## src/rtl/vehicle_sensor.sv

```systemverilog
// Three independent loop-detector channels: synchronize, debounce, count arrivals, raise service requests.
// Optional stuck-sensor detection is compiled in with `define STUCK_DETECT_EN.
module vehicle_sensor #(
  parameter int DEBOUNCE_CYCLES = 500,
  parameter int STUCK_CYCLES    = 600000
) (
  input  logic       clk,
  input  logic       reset,
  input  logic       raw_NN,
  input  logic       raw_NS,
  input  logic       raw_TH,
  input  logic       ack_NN,
  input  logic       ack_NS,
  input  logic       ack_TH,
  output logic       SNN,
  output logic       SNS,
  output logic       STH,
  output logic [3:0] cnt_NN,
  output logic [3:0] cnt_NS,
  output logic [3:0] cnt_TH,
  output logic       fault_NN,
  output logic       fault_NS,
  output logic       fault_TH
);

  localparam logic [15:0] DEB_LAST  = 16'(DEBOUNCE_CYCLES - 1);
  localparam logic [23:0] STUCK_LIM = 24'(STUCK_CYCLES);

  logic [2:0] raw;
  logic [2:0] ack;
  logic [2:0] req_all;
  logic [2:0] fault_all;
  logic [3:0] cnt_all [3];

  assign raw = {raw_TH, raw_NS, raw_NN};
  assign ack = {ack_TH, ack_NS, ack_NN};

  for (genvar ch = 0; ch < 3; ch++) begin : g_ch
    logic        s1_q, s2_q;
    logic        deb_q, deb_d;
    logic        deb_prev_q;
    logic [15:0] dcnt_q, dcnt_d;
    logic [3:0]  cnt_q, cnt_d;
    logic        req_q, req_d;
    logic        arrival;
    logic        fault;

    // deb only moves after s2 has disagreed with it for DEBOUNCE_CYCLES straight cycles
    always_comb begin
      deb_d  = deb_q;
      dcnt_d = '0;
      if (s2_q != deb_q) begin
        if (dcnt_q == DEB_LAST) deb_d = s2_q;
        else dcnt_d = dcnt_q + 16'd1;
      end
    end

    assign arrival = deb_q & ~deb_prev_q;

    // A same-cycle arrival survives the ack, so the count restarts at 1
    always_comb begin
      cnt_d = cnt_q;
      if (ack[ch]) cnt_d = arrival ? 4'd1 : 4'd0;
      else if (arrival && cnt_q != 4'd15) cnt_d = cnt_q + 4'd1;
    end

    assign req_d = (cnt_q != 4'd0) | fault;

    always_ff @(posedge clk or posedge reset) begin
      if (reset) begin
        s1_q       <= 1'b0;
        s2_q       <= 1'b0;
        deb_q      <= 1'b0;
        deb_prev_q <= 1'b0;
        dcnt_q     <= '0;
        cnt_q      <= '0;
        req_q      <= 1'b0;
      end else begin
        s1_q       <= raw[ch];
        s2_q       <= s1_q;
        deb_q      <= deb_d;
        deb_prev_q <= deb_q;
        dcnt_q     <= dcnt_d;
        cnt_q      <= cnt_d;
        req_q      <= req_d;
      end
    end

`ifdef STUCK_DETECT_EN
    logic [23:0] stuck_q, stuck_d;
    logic        fault_q, fault_d;

    // Counter saturates at the limit so a long-stuck input never wraps and drops the fault
    always_comb begin
      stuck_d = '0;
      if (deb_q) stuck_d = (stuck_q == STUCK_LIM) ? stuck_q : stuck_q + 24'd1;
      fault_d = deb_q & (fault_q | (stuck_d == STUCK_LIM));
    end

    always_ff @(posedge clk or posedge reset) begin
      if (reset) begin
        stuck_q <= '0;
        fault_q <= 1'b0;
      end else begin
        stuck_q <= stuck_d;
        fault_q <= fault_d;
      end
    end

    assign fault = fault_q;
`else
    assign fault = 1'b0;
`endif

    assign cnt_all[ch]   = cnt_q;
    assign req_all[ch]   = req_q;
    assign fault_all[ch] = fault;
  end

  assign SNN      = req_all[0];
  assign SNS      = req_all[1];
  assign STH      = req_all[2];
  assign cnt_NN   = cnt_all[0];
  assign cnt_NS   = cnt_all[1];
  assign cnt_TH   = cnt_all[2];
  assign fault_NN = fault_all[0];
  assign fault_NS = fault_all[1];
  assign fault_TH = fault_all[2];

endmodule

```

## config.mk

```make
export PLATFORM = sky130hd
export DESIGN_NAME = vehicle_sensor
export DESIGN_NICKNAME = d
export VERILOG_FILES = /design/src/rtl/vehicle_sensor.sv
export SDC_FILE = /design/constraint.sdc
export NUM_CORES = 1
export LEC_CHECK = 0
export ABC_AREA = 1
export CAP_MARGIN = 20
export CORE_MARGIN = 5
export CORE_UTILIZATION = 59
export DETAILED_ROUTE_END_ITERATION = 10
export PLACE_DENSITY = 0.79
export SETUP_SLACK_MARGIN = 0.2
export SYNTH_ARGS = -nofsm -noshare
export SYNTH_HDL_FRONTEND = slang
export SYNTH_SLANG_ARGS = --single-unit
```

## constraint.sdc

```tcl
create_clock -name clk -period 3 [get_ports clk]
set_input_delay 0.6 -clock clk [delete_from_list [all_inputs] [get_ports clk]]
set_output_delay 0.6 -clock clk [all_outputs]
set_load 0.02 [all_outputs]
```

==> results of run 1 <==
## sequential cells by signal (all words and copies together) (netlist names)
register         count
SNN                  1
SNS                  1
STH                  1
cnt_NN               4
cnt_NS               4
cnt_TH               4
g_ch.dcnt_q         48
g_ch.deb_prev_q      3
g_ch.deb_q           3
g_ch.s1_q            3
g_ch.s2_q            3
## worst reg2reg max path: stages (launching register included)
cell and delay, ns:
dfrtp_1 0.42, ha_1 0.35, inv_1 0.09, nor2_2 0.21, nand2_1 0.09, xor2_1 0.14, nor2_1 0.10
## layer usage
layer	vias up	part of all wire (%)	GRT usage, %
li1	1668	-	-
met1	1543	47	25.4
met2	60	49	32.8
met3	11	3.3	3.90
met4	0	1.5	7.69
met5	-	0	0
## cell families (layout without fill, tap and decap cells)
| group | count (synthesis) | count (layout) |
|---|---|---|
| XOR/XNOR | 22 | 22 |
| other | 1 | 3 |
| flip-flops | 75 | 75 |
| AO/OA/AOI/OAI | 27 | 27 |
| AND/OR/NAND/NOR | 316 | 316 |
| adder cells (fa/ha/maj) | 9 | 9 |
| buffers and inverters | 71 | 106 |
## worst max path at each step
| stage | end | slack [ns] | depth (start not counted) |
|---|---|---|---|
| after floorplan | SNN | 0.49 | 1 |
| after global placement | cnt_NS[0] | 1.38 | 1 |
| after detailed placement | cnt_NS[0] | 1.36 | 1 |
| after CTS | cnt_TH[0] | 0.96 | 1 |
| after global routing | cnt_TH[0] | 0.91 | 1 |
| final | cnt_TH[0] | 0.97 | 1 |
## per-stage QoR
stage / instances / instance area [µm²]
floorplan: 523 / 4070
global placement: 622 / 4380
detailed placement: 622 / 4380
CTS: 638 / 4610
global route: 638 / 4610
finish: 638 / 4610
## area by class of cell
| class | count | area share [%] |
|---|---|---|
| multi-input combinational | 377 | 41.4 |
| sequential | 75 | 40.7 |
| inverter | 67 | 5.45 |
| timing repair buffer | 23 | 5.21 |
| clock buffer | 11 | 3.28 |
| tap | 80 | 2.17 |
| clock inverter | 5 | 1.79 |
## layout by cell type, fill, tap and decap left out, types with 3 or more instances in the layout
master / Yosys / layout
inv_2: 9 / 10
a211oi_1: 3 / 3
nor2_4: 9 / 9
nor2_2: 16 / 16
xor2_1: 16 / 16
clkdlybuf4s50_1: 0 / 22
nand2_1: 117 / 117
conb_1: 1 / 3
inv_1: 58 / 57
nand4_1: 10 / 10
clkbuf_8: 0 / 11
nor3_1: 3 / 3
ha_1: 9 / 9
o211ai_1: 3 / 3
o21ai_0: 3 / 3
nor2_1: 102 / 102
nand2_2: 18 / 18
dfrtp_1: 75 / 75
nand3_1: 39 / 39
o21ai_1: 15 / 15
xnor2_1: 6 / 6
## power by group through the flow
stage / combinational, mW / clock [mW] / sequential [mW]
4_1_cts: 0.0878 / 0.918 / 1.04
6_report: 0.0854 / 0.903 / 1.04
5_1_grt: 0.0992 / 0.961 / 1.04
2_1_floorplan: 0.0616 / 0 / 1.05
3_5_place_dp: 0.0876 / 0 / 1.06
3_3_place_gp: 0.0851 / 0 / 1.06
==> run_summary.xml, run 1 <==
<?xml version="1.0" encoding="UTF-8"?>
<metrics>
  <group name="clock_tree">
    <metric name="cts_buffers" unit="">9</metric>
    <metric name="clkSlewWorstSetupHoldPaths" unit="ns">0.09</metric>
    <metric name="cts_repair_resize_count" unit="">0</metric>
    <metric name="total_setup_buffers_inserted_after_cts" unit="">0</metric>
    <metric name="cts_tree" unit="">done</metric>
    <metric name="clock_tree.htree_level_count" unit="">3</metric>
    <metric name="ctsHoldBuffers" unit="">0</metric>
    <metric name="max_clock_buf_depth" unit="">2</metric>
    <metric name="root_buffer" unit="">clkbuf_8</metric>
    <metric name="numClockSinks" unit="">75</metric>
    <metric name="clkLatencyLatePin" unit="ns">0.35</metric>
  </group>
  <group name="hold_path">
    <metric name="timing.hold.worst.start" unit="">g_ch[2].s1_q</metric>
    <metric name="holdPathEnd" unit="">g_ch[2].s2_q</metric>
    <metric name="hold_depth" unit="">0</metric>
    <metric name="hold_class" unit="">flop to flop</metric>
  </group>
  <group name="global_routing">
    <metric name="gr-usage-all-layers" unit="%">19.7</metric>
    <metric name="first_global_vias" unit="">3174</metric>
    <metric name="grt_residual_overflow" unit="">0</metric>
    <metric name="global_route_wire_length_before_repair" unit="µm">13800</metric>
    <metric name="grt_max_degree" unit="">76</metric>
    <metric name="grt_antenna_before_repair" unit="">0</metric>
  </group>
  <group name="route">
    <metric name="drt_first_pass_iters" unit="">5</metric>
    <metric name="ant_nets" unit="">0</metric>
    <metric name="route.detailed.wl_per_inst" unit="µm">12.3</metric>
    <metric name="totalWireLength" unit="µm">7820</metric>
    <metric name="drc_errors" unit="">0</metric>
    <metric name="initialDrtViolationCount" unit="">154</metric>
    <metric name="avgViaCountPerCell" unit="">5.14</metric>
    <metric name="num_vias" unit="">3282</metric>
  </group>
  <group name="synthesis">
    <metric name="most_frequently_used_cell_type_in_the_post_synthesis_netlist" unit="">nand2_1</metric>
    <metric name="synthCells" unit="">521</metric>
    <metric name="yosys.area_share.xor_xnor" unit="%">4.75</metric>
    <metric name="syn_area_per_cell" unit="µm²">7.79</metric>
    <metric name="synth_top_cell_area_share" unit="%">46.2</metric>
    <metric name="netlist.top_cell.by_area" unit="">dfrtp_1</metric>
    <metric name="synth-edff-count" unit="">0</metric>
    <metric name="synth_seq_area_share" unit="%">46.2</metric>
    <metric name="yosys.area_share.adder" unit="%">2.77</metric>
    <metric name="prevailing_post_synth_register_cell" unit="">dfrtp_1</metric>
    <metric name="synth_top_family_by_area" unit="">simple AND/OR/NAND/NOR gates</metric>
    <metric name="postSynthRegisterBits" unit="">75</metric>
    <metric name="synth_mux_area_share" unit="%">0</metric>
    <metric name="ys_top_cells_by_count" unit="">117 x nand2_1, 102 x nor2_1, 75 x dfrtp_1, 58 x inv_1, 39 x nand3_1</metric>
    <metric name="post_synth_main_area_contributors" unit="">dfrtp_1 46%, nand2_1 11%, nor2_1 9.4%</metric>
    <metric name="async_reset_ff_share" unit="%">100</metric>
    <metric name="synth.distinct_cells" unit="">23</metric>
    <metric name="synth_simple_gate_area_share" unit="%">35.3</metric>
    <metric name="synth-compound-area-share" unit="%">3.95</metric>
    <metric name="syn_area" unit="µm²">4060</metric>
    <metric name="ys.warnings.count" unit="">0</metric>
  </group>
  <group name="setup_path">
    <metric name="timing.critical_path.slowest_stage_cell" unit="">clkdlybuf4s50_1</metric>
    <metric name="critPathCaptureType" unit="">output port</metric>
    <metric name="cp_num_buf_inv" unit="">1</metric>
    <metric name="criticalPathCategory" unit="">flop to output port</metric>
    <metric name="r2r-start" unit="">g_ch[0].dcnt_q[0]</metric>
    <metric name="register_to_register_path_setup_slack" unit="ns">1.53</metric>
    <metric name="timing.critical_path.max_delay_family" unit="">buffers and inverters</metric>
    <metric name="critPathLaunchType" unit="">flop</metric>
    <metric name="critical_path.max_stage_delay" unit="ns">0.64</metric>
    <metric name="worst-endpoint-required" unit="ns">2.40</metric>
    <metric name="ff2ff_path_depth" unit="">6</metric>
    <metric name="crit_fanout" unit="">6</metric>
    <metric name="cp_data_arrival_time" unit="ns">1.43</metric>
    <metric name="path_cells" unit="">clkdlybuf4s50_1</metric>
    <metric name="cp-startpoint" unit="">cnt_TH[0]</metric>
    <metric name="r2r_end" unit="">g_ch[0].dcnt_q[8]</metric>
  </group>
  <group name="layout">
    <metric name="ff_latch_area" unit="µm²">1880</metric>
    <metric name="final_core_util" unit="%">68.2</metric>
    <metric name="layout.filler_cells" unit="">561</metric>
    <metric name="layout_overhead_on_the_synthesized_area" unit="%">13.6</metric>
    <metric name="layout.nets" unit="">570</metric>
    <metric name="antenna-diode-count" unit="">0</metric>
    <metric name="post_route_cells_drive_above_1_share" unit="%">13.3</metric>
    <metric name="multi_input_area" unit="µm²">1910</metric>
  </group>
  <group name="timing">
    <metric name="grt_setup_unrepaired" unit="">false</metric>
    <metric name="layout_min_cycle_time" unit="ns">2.03</metric>
    <metric name="highest_clock_rate" unit="GHz">0.492</metric>
    <metric name="maxSlewViolCount" unit="">0</metric>
    <metric name="timing.final.ws_setup" unit="ns">0.968</metric>
    <metric name="setup_viol_count_final" unit="">0</metric>
    <metric name="final.setup.tns" unit="ns">0</metric>
    <metric name="finalClockSkew" unit="ns">0.0133</metric>
    <metric name="worst_hold_slack" unit="ns">0.348</metric>
    <metric name="period_share" unit="%">67.7</metric>
    <metric name="finalHoldViolations" unit="">0</metric>
  </group>
  <group name="outcome">
    <metric name="run_status" unit="">complete, no violations</metric>
  </group>
  <group name="floorplan">
    <metric name="initial_utilization" unit="%">60.1</metric>
    <metric name="fp.dieArea" unit="µm²">8640</metric>
    <metric name="coreArea" unit="µm²">6760</metric>
    <metric name="io_pins" unit="">26</metric>
    <metric name="dieWidth" unit="µm">92.9</metric>
    <metric name="die_y" unit="µm">92.9</metric>
    <metric name="std_cell_rows" unit="">30</metric>
  </group>
  <group name="pwr">
    <metric name="power.share.switching" unit="%">22.6</metric>
    <metric name="clockPowerShare" unit="%">44.6</metric>
    <metric name="irDropWorstVdd" unit="V">0.000385</metric>
    <metric name="power.share.sequential" unit="%">51.2</metric>
    <metric name="p_int" unit="mW">1.57</metric>
    <metric name="power-per-cell-area" unit="nW/µm²">439</metric>
    <metric name="switching_power" unit="mW">0.457</metric>
    <metric name="comb_pwr_share" unit="%">4.2</metric>
    <metric name="leakage" unit="nW">1.92</metric>
    <metric name="post-layout-total-power" unit="mW">2.02</metric>
  </group>
  <group name="placement">
    <metric name="port_buffers" unit="">22</metric>
    <metric name="dpl.hpwl" unit="µm">5560</metric>
    <metric name="worst_slack_at_placement" unit="ns">1.36</metric>
    <metric name="place_congestion" unit="">0.880</metric>
  </group>
  <group name="job">
    <metric name="max_cap_violation_count" unit="">0</metric>
  </group>
</metrics>
Note: power is estimated with default switching activity, not from simulation.
==> run 2, diff against run 1 <==
CORE_UTILIZATION = 54   (was 59)
PLACE_DENSITY = 0.77   (was 0.79)
clock period = 1.7 ns   (was 3 ns; I/O delays follow)
==> run_summary.xml, run 2 (same netlist as run 1, synthesis figures left out) <==
<?xml version="1.0" encoding="UTF-8"?>
<metrics>
  <group name="outcome">
    <metric name="run_status" unit="">complete, no violations</metric>
  </group>
  <group name="timing">
    <metric name="grt_setup_unrepaired" unit="">true</metric>
    <metric name="setup_viol_count_final" unit="">0</metric>
    <metric name="highest_clock_rate" unit="GHz">0.692</metric>
    <metric name="layout_min_cycle_time" unit="ns">1.45</metric>
    <metric name="finalClockSkew" unit="ns">0.0116</metric>
    <metric name="finalHoldViolations" unit="">0</metric>
    <metric name="final.setup.tns" unit="ns">0</metric>
    <metric name="maxSlewViolCount" unit="">0</metric>
    <metric name="period_share" unit="%">85.0</metric>
  </group>
  <group name="pwr">
    <metric name="power-per-cell-area" unit="nW/µm²">751</metric>
    <metric name="post-layout-total-power" unit="mW">3.45</metric>
    <metric name="leakage" unit="nW">1.95</metric>
    <metric name="irDropWorstVdd" unit="V">0.000471</metric>
  </group>
  <group name="setup_path">
    <metric name="critPathLaunchType" unit="">flop</metric>
    <metric name="critPathCaptureType" unit="">output port</metric>
    <metric name="critical_path.max_stage_delay" unit="ns">0.42</metric>
    <metric name="criticalPathCategory" unit="">flop to output port</metric>
    <metric name="worst-endpoint-required" unit="ns">1.36</metric>
    <metric name="cp_data_arrival_time" unit="ns">1.11</metric>
    <metric name="ff2ff_path_depth" unit="">6</metric>
    <metric name="path_cells" unit="">dlygate4sd2_1</metric>
    <metric name="crit_fanout" unit="">4</metric>
    <metric name="cp.depth" unit="">1</metric>
    <metric name="timing.critical_path.max_delay_family" unit="">flip-flops</metric>
    <metric name="timing.critical_path.slowest_stage_cell" unit="">dfrtp_1</metric>
    <metric name="cp_num_buf_inv" unit="">1</metric>
  </group>
  <group name="route">
    <metric name="num_vias" unit="">3241</metric>
    <metric name="avgViaCountPerCell" unit="">4.94</metric>
    <metric name="wl_met1" unit="µm">3330</metric>
    <metric name="wl_met3" unit="µm">342</metric>
    <metric name="met2_wirelength" unit="µm">3670</metric>
    <metric name="route.detailed.wl_per_inst" unit="µm">11.3</metric>
    <metric name="drt_first_pass_iters" unit="">4</metric>
    <metric name="route.top_layer_used" unit="">met4</metric>
    <metric name="ant_nets" unit="">0</metric>
    <metric name="drc_errors" unit="">0</metric>
    <metric name="totalWireLength" unit="µm">7420</metric>
    <metric name="initialDrtViolationCount" unit="">156</metric>
  </group>
  <group name="clock_tree">
    <metric name="numClockSinks" unit="">75</metric>
    <metric name="total_setup_buffers_inserted_after_cts" unit="">0</metric>
    <metric name="cts_tree" unit="">done</metric>
    <metric name="clock_tree.htree_level_count" unit="">3</metric>
    <metric name="root_buffer" unit="">clkbuf_8</metric>
    <metric name="max_clock_buf_depth" unit="">2</metric>
    <metric name="ctsHoldBuffers" unit="">0</metric>
    <metric name="clkLatencyLatePin" unit="ns">0.35</metric>
    <metric name="cts_buffers" unit="">9</metric>
    <metric name="cts_repair_resize_count" unit="">17</metric>
    <metric name="clkSlewWorstSetupHoldPaths" unit="ns">0.08</metric>
  </group>
  <group name="layout">
    <metric name="ff_latch_area" unit="µm²">1880</metric>
    <metric name="multi_input_area" unit="µm²">1910</metric>
    <metric name="layout_overhead_on_the_synthesized_area" unit="%">13.2</metric>
    <metric name="layout.filler_cells" unit="">667</metric>
    <metric name="layout.nets" unit="">570</metric>
    <metric name="reg_with_most_ffs" unit="">g_ch.dcnt_q</metric>
    <metric name="post_route_cells_drive_above_1_share" unit="%">14.0</metric>
    <metric name="most_frequent_cells_in_the_layout" unit="">117 x nand2_1, 102 x nor2_1, 75 x dfrtp_1</metric>
    <metric name="post-route-cell-area" unit="µm²">4600</metric>
    <metric name="layout.cells.most_common" unit="">nand2_1</metric>
    <metric name="max_reg_flops" unit="">48</metric>
    <metric name="antenna-diode-count" unit="">0</metric>
  </group>
  <group name="floorplan">
    <metric name="io_pins" unit="">26</metric>
    <metric name="std_cell_rows" unit="">31</metric>
    <metric name="initial_utilization" unit="%">55.7</metric>
    <metric name="fp.dieArea" unit="µm²">9350</metric>
    <metric name="coreArea" unit="µm²">7290</metric>
    <metric name="die_y" unit="µm">96.7</metric>
    <metric name="dieWidth" unit="µm">96.7</metric>
  </group>
  <group name="global_routing">
    <metric name="grt_residual_overflow" unit="">0</metric>
    <metric name="global_route_wire_length_before_repair" unit="µm">13400</metric>
    <metric name="grt_antenna_before_repair" unit="">0</metric>
    <metric name="first_global_vias" unit="">3190</metric>
    <metric name="grt_max_degree" unit="">76</metric>
    <metric name="gr-usage-all-layers" unit="%">16.8</metric>
  </group>
  <group name="placement">
    <metric name="postPlaceCellArea" unit="µm²">4400</metric>
    <metric name="port_buffers" unit="">22</metric>
    <metric name="place_congestion" unit="">0.895</metric>
    <metric name="dpl.hpwl" unit="µm">5600</metric>
  </group>
  <group name="hold_path">
    <metric name="hold_class" unit="">flop to flop</metric>
    <metric name="hold_depth" unit="">0</metric>
  </group>
  <group name="job">
    <metric name="max_cap_violation_count" unit="">0</metric>
  </group>
</metrics>
run 2: metal layers:
metal  track usage [%]  up-vias
li1                  -     1677
met1              20.6     1500
met2              28.7       56
met3              5.04        8
met4              4.86        0
met5                 0        -
run 2: area by class of cell:
cell class              instances  area share [%]
clock inverters                 6            1.96
clock buffers                   9            2.70
flip-flops and latches         75            40.8
repair buffers                 23            4.63
multi-input cells             377            41.6
inverters                      67            5.55
well taps                      99            2.70
run 2: path summary, 6_finish.rpt:
path / start / endpoint / slack, ns
worst max-delay path: cnt_NN[2] / cnt_NN[2] / 0.25
min in group asynchronous: reset / g_ch[0].dcnt_q[4] / 0.45
worst max register to register: g_ch[0].dcnt_q[0] / g_ch[0].dcnt_q[0] / 0.32
worst min register to register: g_ch[0].s1_q / g_ch[0].s2_q / 0.35
max in group asynchronous: reset / cnt_TH[1] / 0.96
worst min-delay path: g_ch[0].s1_q / g_ch[0].s2_q / 0.35
run 2: stage by stage:
step                      utilization [%]  setup WS [ns]  std cells  hold WS, ns
after floorplan                         -          0.373        523        0.331
after global placement               60.4          0.328        641        0.335
after detailed placement             60.4          0.258        641        0.335
after CTS                            63.1          0.180        656        0.351
after global routing                 63.0          0.181        656        0.357
final                                63.0          0.255        656        0.349
run 2: where the power goes:
part | internal, mW | total [mW] | switching [mW]
Combinational | 0.0483 | 0.149 | 0.101
Sequential | 1.81 | 1.83 | 0.0214
Clock | 0.823 | 1.47 | 0.650
Total | 2.68 | 3.45 | 0.773
